[src/rtl/keypad_pkg.sv]
// -----------------------------------------------------------------------------
// keypad_pkg
// Shared definitions for the 4x3 telephone keypad scanner.
//   KEY_NONE / KEY_STAR / KEY_SHARP : special key codes
//   kp_state_e                      : debounce FSM states
//   key_map(row, col)               : physical position -> 4-bit key code
// -----------------------------------------------------------------------------
package keypad_pkg;

    localparam logic [3:0] KEY_NONE  = 4'hF;
    localparam logic [3:0] KEY_STAR  = 4'd10;
    localparam logic [3:0] KEY_SHARP = 4'd11;

    typedef enum logic [1:0] {
        IDLE     = 2'd0,
        DEBOUNCE = 2'd1,
        PRESSED  = 2'd2,
        RELEASE  = 2'd3
    } kp_state_e;

    // Rows 0..2 hold 1-9 in reading order; row 3 is "* 0 #".
    function automatic logic [3:0] key_map(input logic [1:0] row, input logic [1:0] col);
        logic [3:0] code;
        if (row == 2'd3) begin
            case (col)
                2'd0:    code = KEY_STAR;
                2'd1:    code = 4'd0;
                default: code = KEY_SHARP;
            endcase
        end else begin
            code = 4'(row) * 4'd3 + 4'(col) + 4'd1;
        end
        return code;
    endfunction

endpackage

[src/rtl/keypad_col_scan.sv]
// -----------------------------------------------------------------------------
// keypad_col_scan
// Column scanner: synchronizes the rows, divides the clock down to one column
// slot per SCAN_DIV cycles, rotates the active-low column drive and collects
// the keys seen across one full col0..col2 frame.
// Ports
//   clk, rst_n    : clock, asynchronous active-low reset
//   row_in[3:0]   : raw keypad rows, active-low, asynchronous
//   col_out[2:0]  : column drive, active-low one-hot (col0 after reset)
//   frame_done    : one-cycle pulse after the tick that sampled col2
//   frame_none    : the finished frame contained zero pressed keys
//   frame_multi   : two or more keys seen in the finished frame
//   frame_code    : code of the single key (meaningful when neither flag set)
// Column settling needs the 2-flop synchronizer delay to fit inside one slot,
// so sampling is exact for SCAN_DIV >= 3.
// -----------------------------------------------------------------------------
module keypad_col_scan
    import keypad_pkg::*;
#(
    parameter int SCAN_DIV = 4000
) (
    input  logic       clk,
    input  logic       rst_n,
    input  logic [3:0] row_in,
    output logic [2:0] col_out,
    output logic       frame_done,
    output logic       frame_none,
    output logic       frame_multi,
    output logic [3:0] frame_code
);

    localparam int            DW       = (SCAN_DIV > 1) ? $clog2(SCAN_DIV) : 1;
    localparam logic [DW-1:0] DIV_LAST = DW'(SCAN_DIV - 1);

    logic [3:0]    row_s1, row_s2;
    logic [DW-1:0] div_cnt;
    logic          scan_tick;
    logic [1:0]    col_idx;
    // Key count so far in this frame, saturating at 2 (= "multi").
    logic [1:0]    acc_n;
    logic [3:0]    acc_code;

    logic [3:0]    hits;
    logic [1:0]    col_n;
    logic [3:0]    col_code;
    logic [1:0]    sum_n;
    logic [3:0]    sum_code;

    assign scan_tick = (div_cnt == DIV_LAST);

    always_comb begin
        hits     = ~row_s2;
        col_n    = 2'd0;
        col_code = KEY_NONE;
        for (int r = 0; r < 4; r++) begin
            if (hits[r]) begin
                if (col_n != 2'd2) col_n = col_n + 2'd1;
                col_code = key_map(2'(r), col_idx);
            end
        end
        // Merge this column into the running frame total.
        sum_n    = 2'd2;
        sum_code = acc_code;
        if (acc_n == 2'd0) begin
            sum_n    = col_n;
            sum_code = col_code;
        end else if (acc_n == 2'd1 && col_n == 2'd0) begin
            sum_n    = 2'd1;
        end
    end

    always_ff @(posedge clk or negedge rst_n) begin
        if (!rst_n) begin
            row_s1      <= 4'hF;
            row_s2      <= 4'hF;
            div_cnt     <= '0;
            col_idx     <= 2'd0;
            col_out     <= 3'b110;
            acc_n       <= 2'd0;
            acc_code    <= KEY_NONE;
            frame_done  <= 1'b0;
            frame_none  <= 1'b1;
            frame_multi <= 1'b0;
            frame_code  <= KEY_NONE;
        end else begin
            row_s1     <= row_in;
            row_s2     <= row_s1;
            frame_done <= 1'b0;
            if (scan_tick) begin
                div_cnt <= '0;
                if (col_idx == 2'd2) begin
                    col_idx     <= 2'd0;
                    col_out     <= 3'b110;
                    frame_done  <= 1'b1;
                    frame_none  <= (sum_n == 2'd0);
                    frame_multi <= (sum_n == 2'd2);
                    frame_code  <= sum_code;
                    acc_n       <= 2'd0;
                    acc_code    <= KEY_NONE;
                end else begin
                    col_idx  <= col_idx + 2'd1;
                    col_out  <= {col_out[1:0], 1'b1};
                    acc_n    <= sum_n;
                    acc_code <= sum_code;
                end
            end else begin
                div_cnt <= div_cnt + DW'(1);
            end
        end
    end

endmodule

[src/rtl/keypad_scanner.sv]
// -----------------------------------------------------------------------------
// keypad_scanner
// Scans and debounces a 4x3 telephone keypad and presents the held key to the
// downstream tone converter.
// Ports
//   CLK        : system clock, rising edge
//   RST        : asynchronous active-low reset
//   ROW_IN     : keypad rows, active-low, asynchronous to CLK
//   COL_OUT    : column drive, active-low one-hot
//   B_out      : debounced key code (0-9, *=10, #=11, none=15)
//   KEY_VALID  : high while a debounced key is held
//   KEY_PRESS  : one-CLK pulse per newly accepted press
//   state_dbg  : current debounce FSM state (kp_state_e encoding)
// Output semantics: KEY_VALID is a level qualifying B_out; there is no ready
// and no backpressure -- the consumer samples B_out whenever KEY_VALID is
// high, and KEY_PRESS marks the first cycle of each new press.
// Option KEYPAD_STICKY_EN: after a release the last key stays on B_out with
// KEY_VALID high; only a debounced multi-key frame run clears it.
// -----------------------------------------------------------------------------
module keypad_scanner
    import keypad_pkg::*;
#(
    parameter int SCAN_DIV   = 4000,
    parameter int DEB_FRAMES = 5
) (
    input  logic       CLK,
    input  logic       RST,
    input  logic [3:0] ROW_IN,
    output logic [2:0] COL_OUT,
    output logic [3:0] B_out,
    output logic       KEY_VALID,
    output logic       KEY_PRESS,
    output logic [1:0] state_dbg
);

    localparam int            CW       = $clog2(DEB_FRAMES + 1);
    localparam logic [CW-1:0] DEB_LAST = CW'(DEB_FRAMES);

    logic       frame_done, frame_none, frame_multi;
    logic [3:0] frame_code;
    logic       frame_single, frame_match;

    kp_state_e     state, state_n;
    logic [CW-1:0] cnt, cnt_n, cnt_inc;
    logic [3:0]    cand, cand_n;
    logic [3:0]    b_n;
    logic          valid_n, press_n;

    keypad_col_scan #(.SCAN_DIV(SCAN_DIV)) u_col_scan (
        .clk         (CLK),
        .rst_n       (RST),
        .row_in      (ROW_IN),
        .col_out     (COL_OUT),
        .frame_done  (frame_done),
        .frame_none  (frame_none),
        .frame_multi (frame_multi),
        .frame_code  (frame_code)
    );

    assign frame_single = !frame_none && !frame_multi;
    assign frame_match  = frame_single && (frame_code == cand);
    assign cnt_inc      = cnt + CW'(1);
    assign state_dbg    = state;

    always_ff @(posedge CLK or negedge RST) begin
        if (!RST) begin
            state     <= IDLE;
            cnt       <= '0;
            cand      <= KEY_NONE;
            B_out     <= KEY_NONE;
            KEY_VALID <= 1'b0;
            KEY_PRESS <= 1'b0;
        end else begin
            state     <= state_n;
            cnt       <= cnt_n;
            cand      <= cand_n;
            B_out     <= b_n;
            KEY_VALID <= valid_n;
            KEY_PRESS <= press_n;
        end
    end

    always_comb begin
        state_n = state;
        cnt_n   = cnt;
        cand_n  = cand;
        b_n     = B_out;
        valid_n = KEY_VALID;
        press_n = 1'b0;
        if (frame_done) begin
            unique case (state)
                IDLE: begin
                    cnt_n = '0;
                    if (frame_single) begin
                        cand_n = frame_code;
                        if (DEB_FRAMES == 1) begin
                            state_n = PRESSED;
                            b_n     = frame_code;
                            valid_n = 1'b1;
                            press_n = 1'b1;
                        end else begin
                            state_n = DEBOUNCE;
                            cnt_n   = CW'(1);
                        end
                    end
`ifdef KEYPAD_STICKY_EN
                    // In IDLE the counter tracks consecutive multi-key frames,
                    // the deliberate gesture that clears a sticky key.
                    else if (frame_multi) begin
                        if (cnt_inc == DEB_LAST) begin
                            b_n     = KEY_NONE;
                            valid_n = 1'b0;
                        end else begin
                            cnt_n = cnt_inc;
                        end
                    end
`endif
                end
                DEBOUNCE: begin
                    if (frame_match) begin
                        if (cnt_inc == DEB_LAST) begin
                            state_n = PRESSED;
                            cnt_n   = '0;
                            b_n     = cand;
                            valid_n = 1'b1;
                            press_n = 1'b1;
                        end else begin
                            cnt_n = cnt_inc;
                        end
                    end else if (frame_single) begin
                        cand_n = frame_code;
                        cnt_n  = CW'(1);
                    end else begin
                        state_n = IDLE;
                        cnt_n   = '0;
                    end
                end
                PRESSED: begin
                    if (!frame_match) begin
                        state_n = RELEASE;
                        cnt_n   = CW'(1);
                        if (DEB_FRAMES == 1) begin
                            state_n = IDLE;
                            cnt_n   = '0;
`ifdef KEYPAD_STICKY_EN
`else
                            b_n     = KEY_NONE;
                            valid_n = 1'b0;
`endif
                        end
                    end
                end
                RELEASE: begin
                    // A returning candidate is contact bounce: resume the
                    // press silently.
                    if (frame_match) begin
                        state_n = PRESSED;
                        cnt_n   = '0;
                    end else if (cnt_inc == DEB_LAST) begin
                        state_n = IDLE;
                        cnt_n   = '0;
`ifdef KEYPAD_STICKY_EN
`else
                        b_n     = KEY_NONE;
                        valid_n = 1'b0;
`endif
                    end else begin
                        cnt_n = cnt_inc;
                    end
                end
                default: state_n = IDLE;
            endcase
        end
    end

endmodule

[config.mk]
export PLATFORM = sky130hd
export DESIGN_NAME = keypad_scanner
export DESIGN_NICKNAME = d
export VERILOG_FILES = /design/src/rtl/keypad_pkg.sv /design/src/rtl/keypad_col_scan.sv /design/src/rtl/keypad_scanner.sv
export SDC_FILE = /design/constraint.sdc
export NUM_CORES = 1
export LEC_CHECK = 0
export CORE_ASPECT_RATIO = 0.6
export CORE_MARGIN = 2
export CORE_UTILIZATION = 60
export CTS_BUF_LIST = sky130_fd_sc_hd__clkbuf_8
export DETAILED_ROUTE_END_ITERATION = 7
export PLACE_DENSITY = 0.8
export RECOVER_POWER = 100
export SLEW_MARGIN = 20
export SYNTH_ARGS = -nofsm -noshare
export SYNTH_HDL_FRONTEND = slang
export SYNTH_HIERARCHICAL = 1
export SYNTH_SLANG_ARGS = --single-unit
[constraint.sdc]
create_clock -name CLK -period 4.07 [get_ports CLK]
set_clock_uncertainty 0.05 [all_clocks]
set_input_delay 0.814 -clock CLK [delete_from_list [all_inputs] [get_ports CLK]]
set_output_delay 0.814 -clock CLK [all_outputs]
set_load 0.05 [all_outputs]
### Yosys cells after proc, flatten, opt, wreduce, memory -nomap -nowiden

Index checks and enable logic that the tools add are counted.
Widths: inputs -> output; s select.

| storage, ports and cells | value |
|---|---|
| register bits | 53 |
| output and inout bits | 11 |
| word-level logic and storage cells | 122 |

| cells by class | value |
|---|---|
| add/sub/neg operators | 11 |
| equal/unequal tests | 23 |
| multiplexer cells | 53 |
| bitwise operators | 1 |
| reduce and logical (&&, ||, !) cells | 17 |

Operator list:

| cell | number |
|---|---|
| $mux 4 | 12 |
| $mux 2 | 17 |
| $pmux 4 s2 | 3 |
| $ne 2x2->1 const B | 9 |
| $mux 3 | 5 |
| $add 12x1->12 const B | 1 |
| $eq 12x12->1 const B | 1 |
| $mux 1 | 12 |
| $mux 12 | 1 |
| $pmux 3 s4 | 1 |
| $reduce_and 6->1 | 2 |
| $logic_not 2->1 | 5 |
| $ne 3x3->1 const B | 3 |
| $add 4x1->4 const B | 2 |
| $eq 2x2->1 const B | 4 |
| $pmux 2 s4 | 1 |
| $add 2x1->2 const B | 3 |
| $eq 2x1->1 const B | 3 |
| $add 3x2->4 const A | 1 |
| $eq 4x4->1 | 1 |
| $not 4->4 | 1 |
| $reduce_and 2->1 | 2 |
| $reduce_bool 2->1 | 2 |
| $add 2x1->3 const B | 1 |
| other kinds (9) | 12 |

### Logic depth before layout (Yosys ltp)

| depth | value |
|---|---|
| word-level depth | 16 |
| gate-level depth with buffers | 9 |
| gate-level depth less buffers | 9 |

### Hierarchy

The synthesis kept the hierarchy.

Modules (own cells, without submodules):

| module | times used | cells an instance | area each (µm²) | seq. area each (µm²) |
|---|---|---|---|---|
| keypad_col_scan | 1 | 175 | 1859.3 | 974.7 |
| keypad_scanner | 1 | 89 | 888.4 | 385.4 |

### Least setup slack after synthesis

OpenSTA, ideal clock, no wires.

| path | value |
|---|---|
| kind | register to register |
| start point | register u_col_scan.row_s2[2] |
| end point | register u_col_scan.frame_multi |
| data arrival time | 1.918 ns |
| required time | 3.886 ns |
| setup slack | 1.967 ns |
| stages on the path, launching flop included | 9 |
| cells stage by stage | dfstp_2 clkbuf_1 nor2b_1 or2_2 ha_1 nor2_1 a21oi_1 a2111oi_0 a21oi_1 |

| on the way | value |
|---|---|
| longest elaborated chain between the ends | 10 |

RTL lines:

| item | RTL line | source |
|---|---|---|
| from (decl) | keypad_col_scan.sv:35 | `logic [3:0] row_s1, row_s2;` |
| from (signal assigned) | keypad_col_scan.sv:87 | `row_s2 <= row_s1;` |
| $not 4->4 * | keypad_col_scan.sv:52 | `hits = ~row_s2;` |
| $mux 2 * | keypad_col_scan.sv:56 | `if (hits[r]) begin` |
| $add 2x1->2 or $ne 2x2->1 (tied branches) | keypad_col_scan.sv:57 | `if (col_n != 2'd2) col_n = col_n + 2'd1;` |
| $mux 2 | keypad_col_scan.sv:57 |  |
| $mux 2 * | keypad_col_scan.sv:56 |  |
| $logic_not 2->1 | keypad_col_scan.sv:67 | `end else if (acc_n == 2'd1 && col_n == 2'd0) begin` |
| $logic_and 1x1->1 | keypad_col_scan.sv:67 |  |
| $mux 2 | keypad_col_scan.sv:67 |  |
| $mux 2 * | keypad_col_scan.sv:64 | `if (acc_n == 2'd0) begin` |
| $eq 2x2->1 * | keypad_col_scan.sv:96 | `frame_multi <= (sum_n == 2'd2);` |
| to (signal assigned) | keypad_col_scan.sv:96 |  |
| to (decl) | keypad_col_scan.sv:28 | `output logic frame_multi,` |

Every way passes the cells marked *; elsewhere a longest branch is shown, timed or not.
A chain may end at the register's enable or synchronous reset.

==> metrics <==
status=finished, violations left; failing checks=capacitance limit, slew limit; GRT Total Usage=0.237; Setup Buffers After CTS=0; Worst-Margin Slew=roughly 1.6 ns; FF-to-FF path depth=5; critical path peak fanout=32; CTS Hold Bufs=0; cts bufs inserted=5; area share of the largest cell type after synthesis=0.258; chip height=~56 um; Num Clock Sinks=53; Slew Limit Fails=33; register share of total power=0.571; fillcell total=about 320; Final min period=2.77 ns; DR vias=2048; Post-route DRC=0; antenna violations before repair=0; register area=0.00136 mm2; crit path capture type=async pin; CP Launch Type=input pin; H-Tree Depth=2; clock share of power=0.389; Post-Syn Nets=283; slowest stage delay, CP=between 1 and 1.5 ns; sequential element share of the synthesized area=0.495; Avg Cell Area, Syn=approximately 10 um2; clock slew at reported path FFs=approximately 0.090 ns; number of global-route vias before repair=1900; pin count of the biggest net entering global routing=33; Layout area overhead=11.0%; combinational share of power=0.040; critical path, cell by cell=clkbuf_1, clkbuf_1; FFs w/ async S/R, synth=1.00; DR top layer=met4; input/output buffers=16; CTS tree=built; die footprint=between 0.005 and 0.006 mm2; hold_sp=u_col_scan/row_s1[0]; Seq cells post-synth=53; WL/cell=approximately 16 um; num ports=17; Worst Hold End=u_col_scan/row_s2[0]; root buf cell=clkbuf_8; period utilisation layout=0.680; first-pass GRT wire length=9380 um; worst-skew pair later-pin latency=0.31 ns; RePlAce Congestion=0.807; post-route ant nets=0; P_sw=0.000198 W; CP required=around 4.3 ns; HP Class=flop to flop; Routed met3 length=between 200 and 300 um; initial DRC count=about 200; Core ar.=between 0.004 and 0.005 mm2; Core Rows=19; Worst VDD drop=0.000190 V; Cell Area, Synth=~0.0027 mm2; cell mode on critical path=clkbuf_1; f_max=about 0.36 GHz; Post-CTS Resized=0; r2r endpoint=u_col_scan/frame_none; Pleak=roughly 1.4 nW; Die Wd=91.4 um; Synth area leaders=dfstp_2 26%, dfrtp_1 24%, ha_1 5.9%, nor2_1 3.6%, mux2_2 2.5%; antenna cells=0; Post-synth top flop=dfstp_2; share of layout cells above drive strength 1=0.168; drt pass-1 iters=5; synth unique cells=approximately 50; wire length on met1=2940 um; hold_ws=between 0.3 and 0.4 ns; Clock Tree Buf Depth=2; crit path kind=input pin to async pin; Net Sw Frac=0.210; number of nets in the layout=a little under 300; crit path max-delay cell type=clkbuf_1; Ys Warns=6; Synth area leader=dfstp_2; Slew HR=-0.0873; RSZ-0062 raised after global routing=false; Critical Path AT=approximately 3.0 ns; internal power=0.000746 W; Worst Hold Path Cells=0; Routed WL=roughly 5500 um; met2 WL=roughly 2200 um; # setup viols final=0; final hold vios=0; post-DP HPWL=3810 um; family with the most delay on the worst path=buffers and inverters; EDFF count, synth=0; Via density=5.99; worst r2r src=u_col_scan/div_cnt[0]; total grt overflow=0; total negative setup slack=0 ns; crit path buf inv count=2; pwr dens=between 300 and 400 mW/mm2; flop2flop setup slack=between 1.5 and 2 ns; initial core utilization=0.612; Syn Inst Count=~260; area of the multi-input gates=between 0.001 and 0.0015 mm2; Max Cap Viol=1
## worst max path at each step
stage / depth (start not counted) / slack [ns] / startpoint / to
after floorplan: 8 / 1.97 / u_col_scan/row_s2[2] / u_col_scan/frame_multi
after global placement: 5 / 1.67 / u_col_scan/div_cnt[0] / u_col_scan/frame_none
after detailed placement: 5 / 1.50 / u_col_scan/div_cnt[0] / u_col_scan/frame_none
after CTS: 1 / 1.37 / flop / state_dbg[1]
after global routing: 2 / 0.80 / RST / cnt[1]
final: 2 / 1.30 / RST / u_col_scan/acc_n[1]
## placed cells by master (no fill, tap or decap), types with 7 or more instances in the layout
cell           instances
dfrtp_1               26
nor2_1                26
dfstp_2               25
dlygate4sd3_1         15
a21oi_1               13
ha_1                  13
inv_1                 12
o21ai_0               12
nand2_1               12
nand3_1                9
nand4_1                8
xor2_1                 7
or2_2                  7
a31oi_1                7
## stage by stage
stage           util  worst slack, ns  instances  instance area (um2)  power [W]
6_report       0.679             1.30        342                 3050   0.000944
3_3_place_gp   0.656             1.67        334                 2950   0.000587
4_1_cts        0.682             1.37        342                 3070   0.000951
2_1_floorplan      -             1.97        264                 2750   0.000567
5_1_grt        0.679            0.796        342                 3050   0.000973
3_5_place_dp   0.656             1.50        334                 2950   0.000588
## power groups by stage
stage                     Clock [W]  Sequential (W)  Combinational (W)
after floorplan                   0        0.000546          0.0000203
after global placement            0        0.000548          0.0000386
after detailed placement          0        0.000548          0.0000398
after CTS                  0.000372        0.000539          0.0000397
after global routing       0.000390        0.000540          0.0000433
final                      0.000367        0.000539          0.0000379
## flip-flops by register name (all words and copies together) (netlist names), named ones only
signal                  flops
B_out                       4
KEY_PRESS                   1
KEY_VALID                   1
cand                        4
cnt                         3
state_dbg                   1
u_col_scan/acc_code         4
u_col_scan/acc_n            2
u_col_scan/col_idx          2
u_col_scan/col_out          3
u_col_scan/div_cnt         12
u_col_scan/frame_code       4
u_col_scan/frame_done       1
u_col_scan/frame_multi      1
u_col_scan/frame_none       1
u_col_scan/row_s1           4
u_col_scan/row_s2           4
## cell type report
cell class / instances / share of cell area
clock buffer: 6 / 0.0271
clock inverter: 2 / 0.0111
inverter: 11 / 0.0135
multi-input combinational: 189 / 0.424
sequential: 53 / 0.446
tap: 63 / 0.0258
timing repair buffer: 18 / 0.0529
## synthesized netlist by cell type (all sizes together), types with 3 or more instances
| cell | count |
|---|---|
| dfstp | 27 |
| dfrtp | 26 |
| nor2 | 26 |
| a21oi | 13 |
| ha | 13 |
| nand2 | 12 |
| o21ai | 12 |
| inv | 11 |
| nand3 | 9 |
| clkbuf | 8 |
| nand4 | 8 |
| a31oi | 7 |
| or2 | 7 |
| xor2 | 7 |
| mux2 | 6 |
| nor3 | 6 |
| nor2b | 5 |
| nor4 | 5 |
| and3 | 4 |
| o221a | 4 |
| or3 | 4 |
| a21o | 3 |
| a22oi | 3 |
| buf | 3 |
| nand2b | 3 |
| o221ai | 3 |
## worst reg2reg max path, delay by kind of cell, from the launching register on
family / cells / cell delay [ns]
DFF: 1 / 0.43
and+or+nand+nor: 3 / 1.37
muxes: 1 / 0.31
adders and majority gates: 1 / 0.23
## routing by layer
layer  track usage  up-vias
met3        0.0443        4
met4        0.0866        0
li1              -      985
met5             0        -
met2         0.317       59
met1         0.379     1000
## logic make-up after synthesis
group / share of synthesized area
simple gates: 0.204
mux: 0.0282
compound gates: 0.153
flops: 0.495
fa+ha+maj: 0.0592
buf+inv: 0.0323
xor+xnor: 0.0287
(Power assumes the default switching activity.)
